**config.mk**
```make
export PLATFORM = sky130hd
export DESIGN_NAME = seg_scan_ctrl
export DESIGN_NICKNAME = d
export VERILOG_FILES = /design/src/rtl/seg_scan_ctrl.sv
export SDC_FILE = /design/constraint.sdc
export NUM_CORES = 1
export LEC_CHECK = 0
export CELL_PAD_IN_SITES_DETAIL_PLACEMENT = 0
export CELL_PAD_IN_SITES_GLOBAL_PLACEMENT = 1
export CORE_ASPECT_RATIO = 1.25
export CORE_MARGIN = 2
export CORE_UTILIZATION = 40
export CTS_BUF_LIST = sky130_fd_sc_hd__clkbuf_8
export DETAILED_ROUTE_END_ITERATION = 7
export HOLD_SLACK_MARGIN = 0.03
export PLACE_DENSITY = 0.65
export SLEW_MARGIN = 0
export SYNTH_ARGS = -nofsm -noshare
export SYNTH_HDL_FRONTEND = slang
export SYNTH_SLANG_ARGS = --single-unit
```
**constraint.sdc**
```tcl
create_clock -name CLK -period 5.9 [get_ports CLK]
set_input_delay 1.18 -clock CLK [delete_from_list [all_inputs] [get_ports CLK]]
set_output_delay 1.18 -clock CLK [all_outputs]
set_load 0.005 [all_outputs]
```
**src/rtl/seg_scan_ctrl.sv**
```systemverilog
// Scan controller for an 8-digit multiplexed 7-segment display with a double-buffered frame.
// Optional build macro SEG_SCAN_HEX_DECODE_EN: store hex-decoded glyphs instead of raw segment bytes.
module seg_scan_ctrl #(
  parameter int unsigned DWELL_CYCLES = 1000,
  parameter int unsigned BLANK_CYCLES = 16
) (
  input  logic       CLK,
  input  logic       RST,
  input  logic       EN,
  input  logic       WR_EN,
  input  logic [2:0] WR_ADDR,
  input  logic [7:0] WR_DATA,
  output logic       WR_READY,
  input  logic       SWAP_REQ,
  output logic       SWAP_DONE,
  output logic       FRAME_TICK,
  output logic [7:0] SEG_OUT,
  output logic [7:0] SEG_SEL
);

  localparam int unsigned MAX_CYC = (DWELL_CYCLES > BLANK_CYCLES) ? DWELL_CYCLES : BLANK_CYCLES;
  localparam int unsigned CNT_W   = $clog2(MAX_CYC + 1);
  localparam int unsigned DIGITS  = 8;

  localparam logic [0:0] ST_BLANK = 1'b0;
  localparam logic [0:0] ST_DRIVE = 1'b1;

  localparam logic [CNT_W-1:0] BLANK_LAST = CNT_W'(BLANK_CYCLES);
  localparam logic [CNT_W-1:0] DWELL_LAST = CNT_W'(DWELL_CYCLES);
  localparam logic [CNT_W-1:0] CNT_ONE    = CNT_W'(1);
  localparam logic [2:0]       LAST_IDX   = 3'd7;

  logic [0:0]       r_state;
  logic [CNT_W-1:0] r_cnt;
  logic [2:0]       r_idx;
  logic             r_front;
  logic             r_pending;
  logic [7:0]       r_buf [2][DIGITS];

  logic             r_wr_ready;
  logic             r_swap_done;
  logic             r_frame_tick;
  logic [7:0]       r_seg_out;
  logic [7:0]       r_seg_sel;

  logic [0:0]       w_state_nxt;
  logic [CNT_W-1:0] w_cnt_nxt;
  logic [2:0]       w_idx_nxt;
  logic             w_front_nxt;
  logic             w_pending_nxt;
  logic             w_tick_nxt;
  logic             w_done_nxt;
  logic [7:0]       w_seg_out_nxt;
  logic [7:0]       w_seg_sel_nxt;
  logic             w_wr_ok;
  logic [7:0]       w_wr_pattern;

`ifdef SEG_SCAN_HEX_DECODE_EN
  // Segment order is {upper, right-upper, right-lower, lower, left-lower, left-upper, center}.
  function automatic logic [6:0] hex_to_seg(input logic [3:0] h);
    logic [6:0] s;
    case (h)
      4'h0:    s = 7'b1111110;
      4'h1:    s = 7'b0110000;
      4'h2:    s = 7'b1101101;
      4'h3:    s = 7'b1111001;
      4'h4:    s = 7'b0110011;
      4'h5:    s = 7'b1011011;
      4'h6:    s = 7'b1011111;
      4'h7:    s = 7'b1110000;
      4'h8:    s = 7'b1111111;
      4'h9:    s = 7'b1111011;
      4'hA:    s = 7'b1110111;
      4'hB:    s = 7'b0011111;
      4'hC:    s = 7'b1001110;
      4'hD:    s = 7'b0111101;
      4'hE:    s = 7'b1001111;
      default: s = 7'b1000111;
    endcase
    return s;
  endfunction

  assign w_wr_pattern = {hex_to_seg(WR_DATA[3:0]), WR_DATA[4]};
`else
  assign w_wr_pattern = WR_DATA;
`endif

  // Writes are refused while a swap is outstanding so the back buffer is frozen until it flips.
  assign w_wr_ok = WR_EN && !r_pending;

  // Next-state, swap arbitration and output pre-computation.
  always_comb begin
    w_state_nxt   = r_state;
    w_cnt_nxt     = r_cnt;
    w_idx_nxt     = r_idx;
    w_front_nxt   = r_front;
    w_tick_nxt    = 1'b0;
    w_done_nxt    = 1'b0;
    w_pending_nxt = r_pending;
    w_seg_out_nxt = 8'h00;
    w_seg_sel_nxt = 8'h00;

    if (!EN) begin
      w_state_nxt = ST_BLANK;
      w_cnt_nxt   = '0;
      w_idx_nxt   = 3'd0;
      if (r_pending) begin
        w_front_nxt = ~r_front;
        w_done_nxt  = 1'b1;
      end
    end else begin
      case (r_state)
        ST_BLANK: begin
          if (r_cnt >= BLANK_LAST) begin
            w_state_nxt = ST_DRIVE;
            w_cnt_nxt   = CNT_ONE;
          end else begin
            w_cnt_nxt = r_cnt + CNT_ONE;
          end
        end
        ST_DRIVE: begin
          if (r_cnt >= DWELL_LAST) begin
            w_state_nxt = ST_BLANK;
            w_cnt_nxt   = CNT_ONE;
            w_idx_nxt   = r_idx + 3'd1;
            // Frame boundary: the only point where an enabled scan may flip buffers.
            if (r_idx == LAST_IDX) begin
              w_tick_nxt = 1'b1;
              if (r_pending) begin
                w_front_nxt = ~r_front;
                w_done_nxt  = 1'b1;
              end
            end
          end else begin
            w_cnt_nxt = r_cnt + CNT_ONE;
          end
        end
        default: begin
          w_state_nxt = ST_BLANK;
          w_cnt_nxt   = '0;
          w_idx_nxt   = 3'd0;
        end
      endcase
    end

    // A request arriving while one is pending (or being applied) merges into it.
    if (w_done_nxt) begin
      w_pending_nxt = 1'b0;
    end else if (SWAP_REQ) begin
      w_pending_nxt = 1'b1;
    end

    if (w_state_nxt == ST_DRIVE) begin
      w_seg_sel_nxt = 8'b1 << w_idx_nxt;
      w_seg_out_nxt = r_buf[w_front_nxt][w_idx_nxt];
    end
  end

  // State, frame buffers and registered outputs.
  always_ff @(posedge CLK) begin
    if (RST) begin
      r_state      <= ST_BLANK;
      r_cnt        <= '0;
      r_idx        <= 3'd0;
      r_front      <= 1'b0;
      r_pending    <= 1'b0;
      r_wr_ready   <= 1'b1;
      r_swap_done  <= 1'b0;
      r_frame_tick <= 1'b0;
      r_seg_out    <= 8'h00;
      r_seg_sel    <= 8'h00;
      for (int b = 0; b < 2; b++) begin
        for (int d = 0; d < DIGITS; d++) begin
          r_buf[b][d] <= 8'h00;
        end
      end
    end else begin
      r_state      <= w_state_nxt;
      r_cnt        <= w_cnt_nxt;
      r_idx        <= w_idx_nxt;
      r_front      <= w_front_nxt;
      r_pending    <= w_pending_nxt;
      r_wr_ready   <= !w_pending_nxt;
      r_swap_done  <= w_done_nxt;
      r_frame_tick <= w_tick_nxt;
      r_seg_out    <= w_seg_out_nxt;
      r_seg_sel    <= w_seg_sel_nxt;
      if (w_wr_ok) begin
        r_buf[~r_front][WR_ADDR] <= w_wr_pattern;
      end
    end
  end

  assign WR_READY   = r_wr_ready;
  assign SWAP_DONE  = r_swap_done;
  assign FRAME_TICK = r_frame_tick;
  assign SEG_OUT    = r_seg_out;
  assign SEG_SEL    = r_seg_sel;

endmodule

```
After elaboration in Yosys (flattened, before gate mapping)
Memories as Yosys holds them, arrays and structs flattened.
Cells that the tools add are included.
- register bits after elaboration: 35
- bits in writable memories: 128
- input bits: 16
- memories kept: 1
- memory list (name ; depth ; width ; read ports ; clocked after Yosys merged registers in ; write ports ; RTL line ; text):
    r_buf ; 2 ; 64 ; 1 ; 0 ; 2 ; 38 ; logic [7:0] r_buf [2][DIGITS];
- add/subtract/negate cells: 2
- order comparisons: 5
- eq/ne operators: 1
- shift operators: 1
- mux-type cells: 36
- bitwise operators: 7
- reduce and logical (&&, ||, !) cells: 8
- operators by type and width (cell ; number):
    $mux 64 ; 3
    $reduce_or 64->1 ; 1
    $bmux 8 s3 ; 1
    $demux 8 s3 ; 1
    $mux 8 ; 3
    $mux 1 ; 21
    $mux 10 ; 2
    $pmux 10 s2 ; 1
    $add 10x1->10 const B ; 1
    $ge 10x10->1 const B ; 1
    $ge 10x5->1 const B ; 1
    $mux 3 ; 3
    $ge 4x4->1 const B ; 2
    $not 3->4 ; 2
    $shl 1x3->8 const A ; 1
    $not 1->1 ; 5
    $lt 4x1->1 const B ; 1
    $reduce_or 2->1 ; 2
    $reduce_or 4->1 ; 1
    $add 3x1->3 const B ; 1
    $eq 3x3->1 const B ; 1
    $logic_and 1x1->1 ; 2
    $logic_not 1->1 ; 2
    $pmux 1 s2 ; 1

Logic depth before layout (Yosys ltp)
An unclocked memory read counts as a cell.
- word-level depth: 10
- mapped depth: 9
- mapped depth without buffers: 8

Worst setup path before layout
OpenSTA, ideal clock, no wires.
- path type: input-to-reg
- start point: input port WR_EN
- end point: memory r_buf[0][48] in the netlist's numbering, enable pin
- setup time: 0.310 ns
- arrival time: 2.399 ns
- required time: 5.590 ns
- slack: 3.192 ns
- cell stages on the path: 4
- cell sequence: nor3b_2 -> nand3_1 -> nor3_1 -> or2_2
- RTL lines (item ; RTL line ; text):
    start, declared ; 10 ; input logic WR_EN,
    end, declared ; 38 ;

Worst setup path in the final report
- start point: input port EN
- end point: register r_seg_out[6], in the netlist SEG_OUT[6]
- longest elaborated chain between the ends: 5
- elaborated cells on any way between the ends: 10
- ends and longest elaborated chain (item ; RTL line ; text):
    start, declared ; 9 ; input logic EN,
    $mux 1 / $mux 3 (equally long branches) ; 103 ; if (!EN) begin
    $mem_v2 2x64 / $not 3->4 (equally long branches) ; n/a ;
    $bmux 8 s3 ; 155 ; w_seg_out_nxt = r_buf[w_front_nxt][w_idx_nxt];
    $mux 8 (not written as such) (2 in series) ; 155 ;
    end signal, assigned ; 186 ; r_seg_out <= w_seg_out_nxt;
    end, declared ; 43 ; logic [7:0] r_seg_out;
Parallel ways exist; a longest one is shown, timed or not. The select of a mux whose other input is x is not followed.
A chain may end at the register's enable or synchronous reset.

==> key figures <==
STA
  • Fin crit share: 61.1%
  • RSZ-0062 raised after global routing: false
  • WHS: 0.502 ns
  • Setup Skew: 0.0145 ns
  • Worst-Margin Slew: 1.27 ns
  • Fin crit period: 3.61 ns
  • # setup viols final: 0
  • TNS Setup: 0 ns
  • Hold Violations, Final: 0
  • Max-slew headroom: 15.3%
  • Max Freq: 277 MHz
  • Max-slew violations: 0

Die
  • Die width: 135 um
  • Die Ht: 168 um
  • Number of cell rows: 60
  • IO Count: 35
  • Initial cell density of the core: 40.4%
  • Core ar.: 0.0213 mm^2
  • Die area: 0.0227 mm^2

Synthesis
  • Distinct cell type count after synthesis: 50
  • Mapped Nets: 766
  • Main flop type after synthesis: edfxtp_1
  • Syn Inst Count: 746
  • Number of synthesized flops with an enable pin: 128
  • Post-Synthesis Mean Instance Area: 11.5 um^2
  • Yosys reg bits: 163
  • Asr flop ratio synth: 0%
  • Synth warn: 0
  • Sequential element share of the synthesized area: 52.8%
  • Synth Cell Area: 0.00861 mm^2

Clock tree
  • # hold bufs at CTS: 0
  • Root buf cell: clkbuf_8
  • Clock slew at the register clock pins of the worst setup and hold paths: 0.09 ns
  • Clock sink count: 163
  • Worst skew pair latency: 0.47 ns
  • H-Tree Depth: 4
  • CTS buffer count: 17
  • Post-CTS setup buffer count: 0
  • Clk buf depth: 2
  • Post-CTS resize count: 0
  • CTS tree: built

Power
  • Max IR drop VDD: 135 uV
  • Pwr dens: 249 mW/mm^2
  • P_sw: 618 uW
  • Power Internal: 1.76 mW
  • Comb pwr share: 10.3%
  • Sw frac: 26.0%
  • Share of power burned in registers: 56.0%
  • Clock group share of total power: 33.7%
  • LEAKAGE: 3.08 nW

Worst setup path
  • Reg2reg end: SEG_OUT[2]$_SDFF_PP0_
  • Worst setup EP type: flop
  • CP endpoint: SEG_OUT[6]$_SDFF_PP0_
  • FF-to-FF Start: r_cnt[4]$_SDFF_PP0_
  • Worst Setup SP: EN
  • Worst EP required: 6.31 ns
  • Worst EP arrival: 4.01 ns
  • CP Launch Type: primary input
  • CP Max Fanout: 32
  • WS Path Type: in -> reg
  • FF-to-FF path depth: 7
  • Flop2flop setup slack: 2.95 ns

Worst hold path
  • Hold crit path type: reg -> reg

Finish
  • Antenna fix cells: 0
  • Layout area overhead: 10.7%
  • Filler Cells Inserted: 2028
  • Final nets: 776
  • Layout cells sized above 1: 12.0%

Route
  • DRT antenna net count: 0
  • Final WL: 24.9 mm
  • Routed wire per std cell: 23.7 um
  • Detailed Routing Iterations Pass 1: 5
  • Iter 0 DRT Violations: 543
  • Avg Vias per Cell: 5.96
  • Via count: 6245
  • Drc violations: 0

Global routing
  • Initial antenna violation count: 0
  • Largest net degree at the start of global routing: 74
  • First-pass GRT wire length: 37.4 mm
  • Gr usage total: 22.4%
  • Vias in the first global route: 5969
  • Grt total ovfl: 0

Placement
  • GP Congestion: 0.876
  • IO buf count: 34
  • Post-DP HPWL: 17.3 mm

Outcome
  • Status: completed

Job
  • Max_cap viols: 0
[final cells by class]
| class | instances | area (um^2) | area share, % |
|---|---|---|---|
| Sequential cell | 163 | 4550 | 47.7 |
| Multi-Input combinational cell | 513 | 3770 | 39.6 |
| Timing Repair Buffer | 47 | 438 | 4.59 |
| Tap cell | 279 | 349 | 3.66 |
| Clock buffer | 17 | 234 | 2.45 |
| Clock inverter | 15 | 140 | 1.47 |
| Inverter | 14 | 52.6 | 0.551 |
[worst min-delay path by stage]
stage / depth (start not counted) / slack (ns) / end / from
after detailed placement: 2 / 0.49 / r_idx[2]$_SDFF_PP0_ / r_idx[2]$_SDFF_PP0_
after CTS: 2 / 0.51 / r_idx[2]$_SDFF_PP0_ / r_idx[2]$_SDFF_PP0_
after floorplan: 2 / 0.45 / r_idx[2]$_SDFF_PP0_ / r_idx[2]$_SDFF_PP0_
after global placement: 2 / 0.49 / r_idx[2]$_SDFF_PP0_ / r_idx[2]$_SDFF_PP0_
final: 2 / 0.50 / r_idx[2]$_SDFF_PP0_ / r_idx[2]$_SDFF_PP0_
after global routing: 2 / 0.53 / r_idx[2]$_SDFF_PP0_ / r_idx[2]$_SDFF_PP0_
[per-stage QoR]
step	power [mW]	area, um^2	util [%]	worst slack, ns	cells
2_1_floorplan	1.50	8610	-	3.19	746
3_3_place_gp	1.59	9160	43.0	1.87	1016
3_5_place_dp	1.60	9160	43.0	1.81	1016
4_1_cts	2.39	9530	44.7	2.30	1048
5_1_grt	2.45	9530	44.7	2.12	1048
6_report	2.38	9530	44.7	2.29	1048
[synth_stat cells, types with 2 or more instances]
cell	number	area share (%)
nor2_2	2	0.15
nor2b_1	5	0.36
nand4_1	8	0.58
and2_1	34	2.5
nor3_1	21	1.2
nor2_1	68	3.0
a21oi_1	11	0.64
nand2b_1	9	0.65
nand3_1	40	2.3
buf_6	3	0.39
xnor2_1	4	0.41
a221o_1	32	3.7
dfxtp_1	35	8.1
nand2_1	29	1.3
ha_1	4	0.58
nor4_1	3	0.22
or2_2	6	0.44
o22ai_1	32	2.3
mux2i_1	99	12
or4_1	2	0.17
mux2_2	32	4.2
clkbuf_1	37	1.6
a311o_1	16	1.9
o311ai_0	15	1.5
a22oi_1	16	1.4
buf_1	3	0.13
xor2_1	4	0.41
buf_2	13	0.76
and3_1	2	0.15
edfxtp_1	128	45
inv_1	14	0.61
[worst max-delay path: stages]
cell and delay [ns]:
clkdlybuf4s50_1 0.82, nand2_1 0.85, o311ai_0 0.88, nand3_1 0.14
nand4_1 0.11
[cells by family (layout without fill, tap and decap cells)]
| group | after synthesis | in the layout | share of synthesized area, % |
|---|---|---|---|
| flops | 163 | 163 | 52.8 |
| fa+ha+maj | 4 | 4 | 0.581 |
| xor+xnor | 8 | 8 | 0.813 |
| mux | 131 | 131 | 15.7 |
| simple gates | 236 | 236 | 13.8 |
| compound gates | 134 | 134 | 12.8 |
| buf+inv | 70 | 93 | 3.50 |
[registers in the layout, indices dropped and copies added, names as in the netlist, 3 cells and up]
| signal | cells |
|---|---|
| SEG_OUT | 8 |
| SEG_SEL | 8 |
| r_buf | 128 |
| r_cnt | 10 |
| r_idx | 3 |
[power groups by stage]
stage / clock, mW / sequential (mW) / combinational, mW
CTS: 0.814 / 1.33 / 0.243
global placement: 0 / 1.35 / 0.240
floorplan: 0 / 1.34 / 0.162
finish: 0.802 / 1.33 / 0.244
global route: 0.850 / 1.34 / 0.260
detailed placement: 0 / 1.36 / 0.242
[metal layers]
metal / track usage [%] / vias to the layer above / share of wire (%)
li1: - / 2904 / -
met1: 28.1 / 3155 / 43
met2: 39.2 / 152 / 51
met3: 3.16 / 34 / 3.2
met4: 7.93 / 0 / 3.0
met5: 0 / - / 0
[cell usage in the layout, fill, tap and decap left out, types with 2 or more instances in the layout]
| master | count |
|---|---|
| nor2b_1 | 5 |
| nand4_1 | 8 |
| a21oi_1 | 11 |
| nor2_2 | 2 |
| clkinv_1 | 3 |
| xnor2_1 | 4 |
| and3_1 | 2 |
| a221o_1 | 32 |
| nor2_1 | 68 |
| a311o_1 | 16 |
| inv_6 | 2 |
| ha_1 | 4 |
| edfxtp_1 | 128 |
| and2_1 | 34 |
| xor2_1 | 4 |
| clkdlybuf4s50_1 | 34 |
| clkbuf_8 | 17 |
| nand3_1 | 40 |
| nand2_1 | 29 |
| inv_1 | 15 |
| a22oi_1 | 16 |
| or2_2 | 7 |
| clkinv_2 | 3 |
| bufinv_16 | 2 |
| dfxtp_1 | 33 |
| nor3_1 | 21 |
| nor4_1 | 3 |
| clkinv_4 | 2 |
| o22ai_1 | 32 |
| buf_4 | 13 |
| mux2i_1 | 99 |
| or4_1 | 2 |
| clkinvlp_4 | 2 |
| o311ai_0 | 15 |
| nand2b_1 | 9 |
| mux2_2 | 32 |
Power figures use the tool's default switching activity.
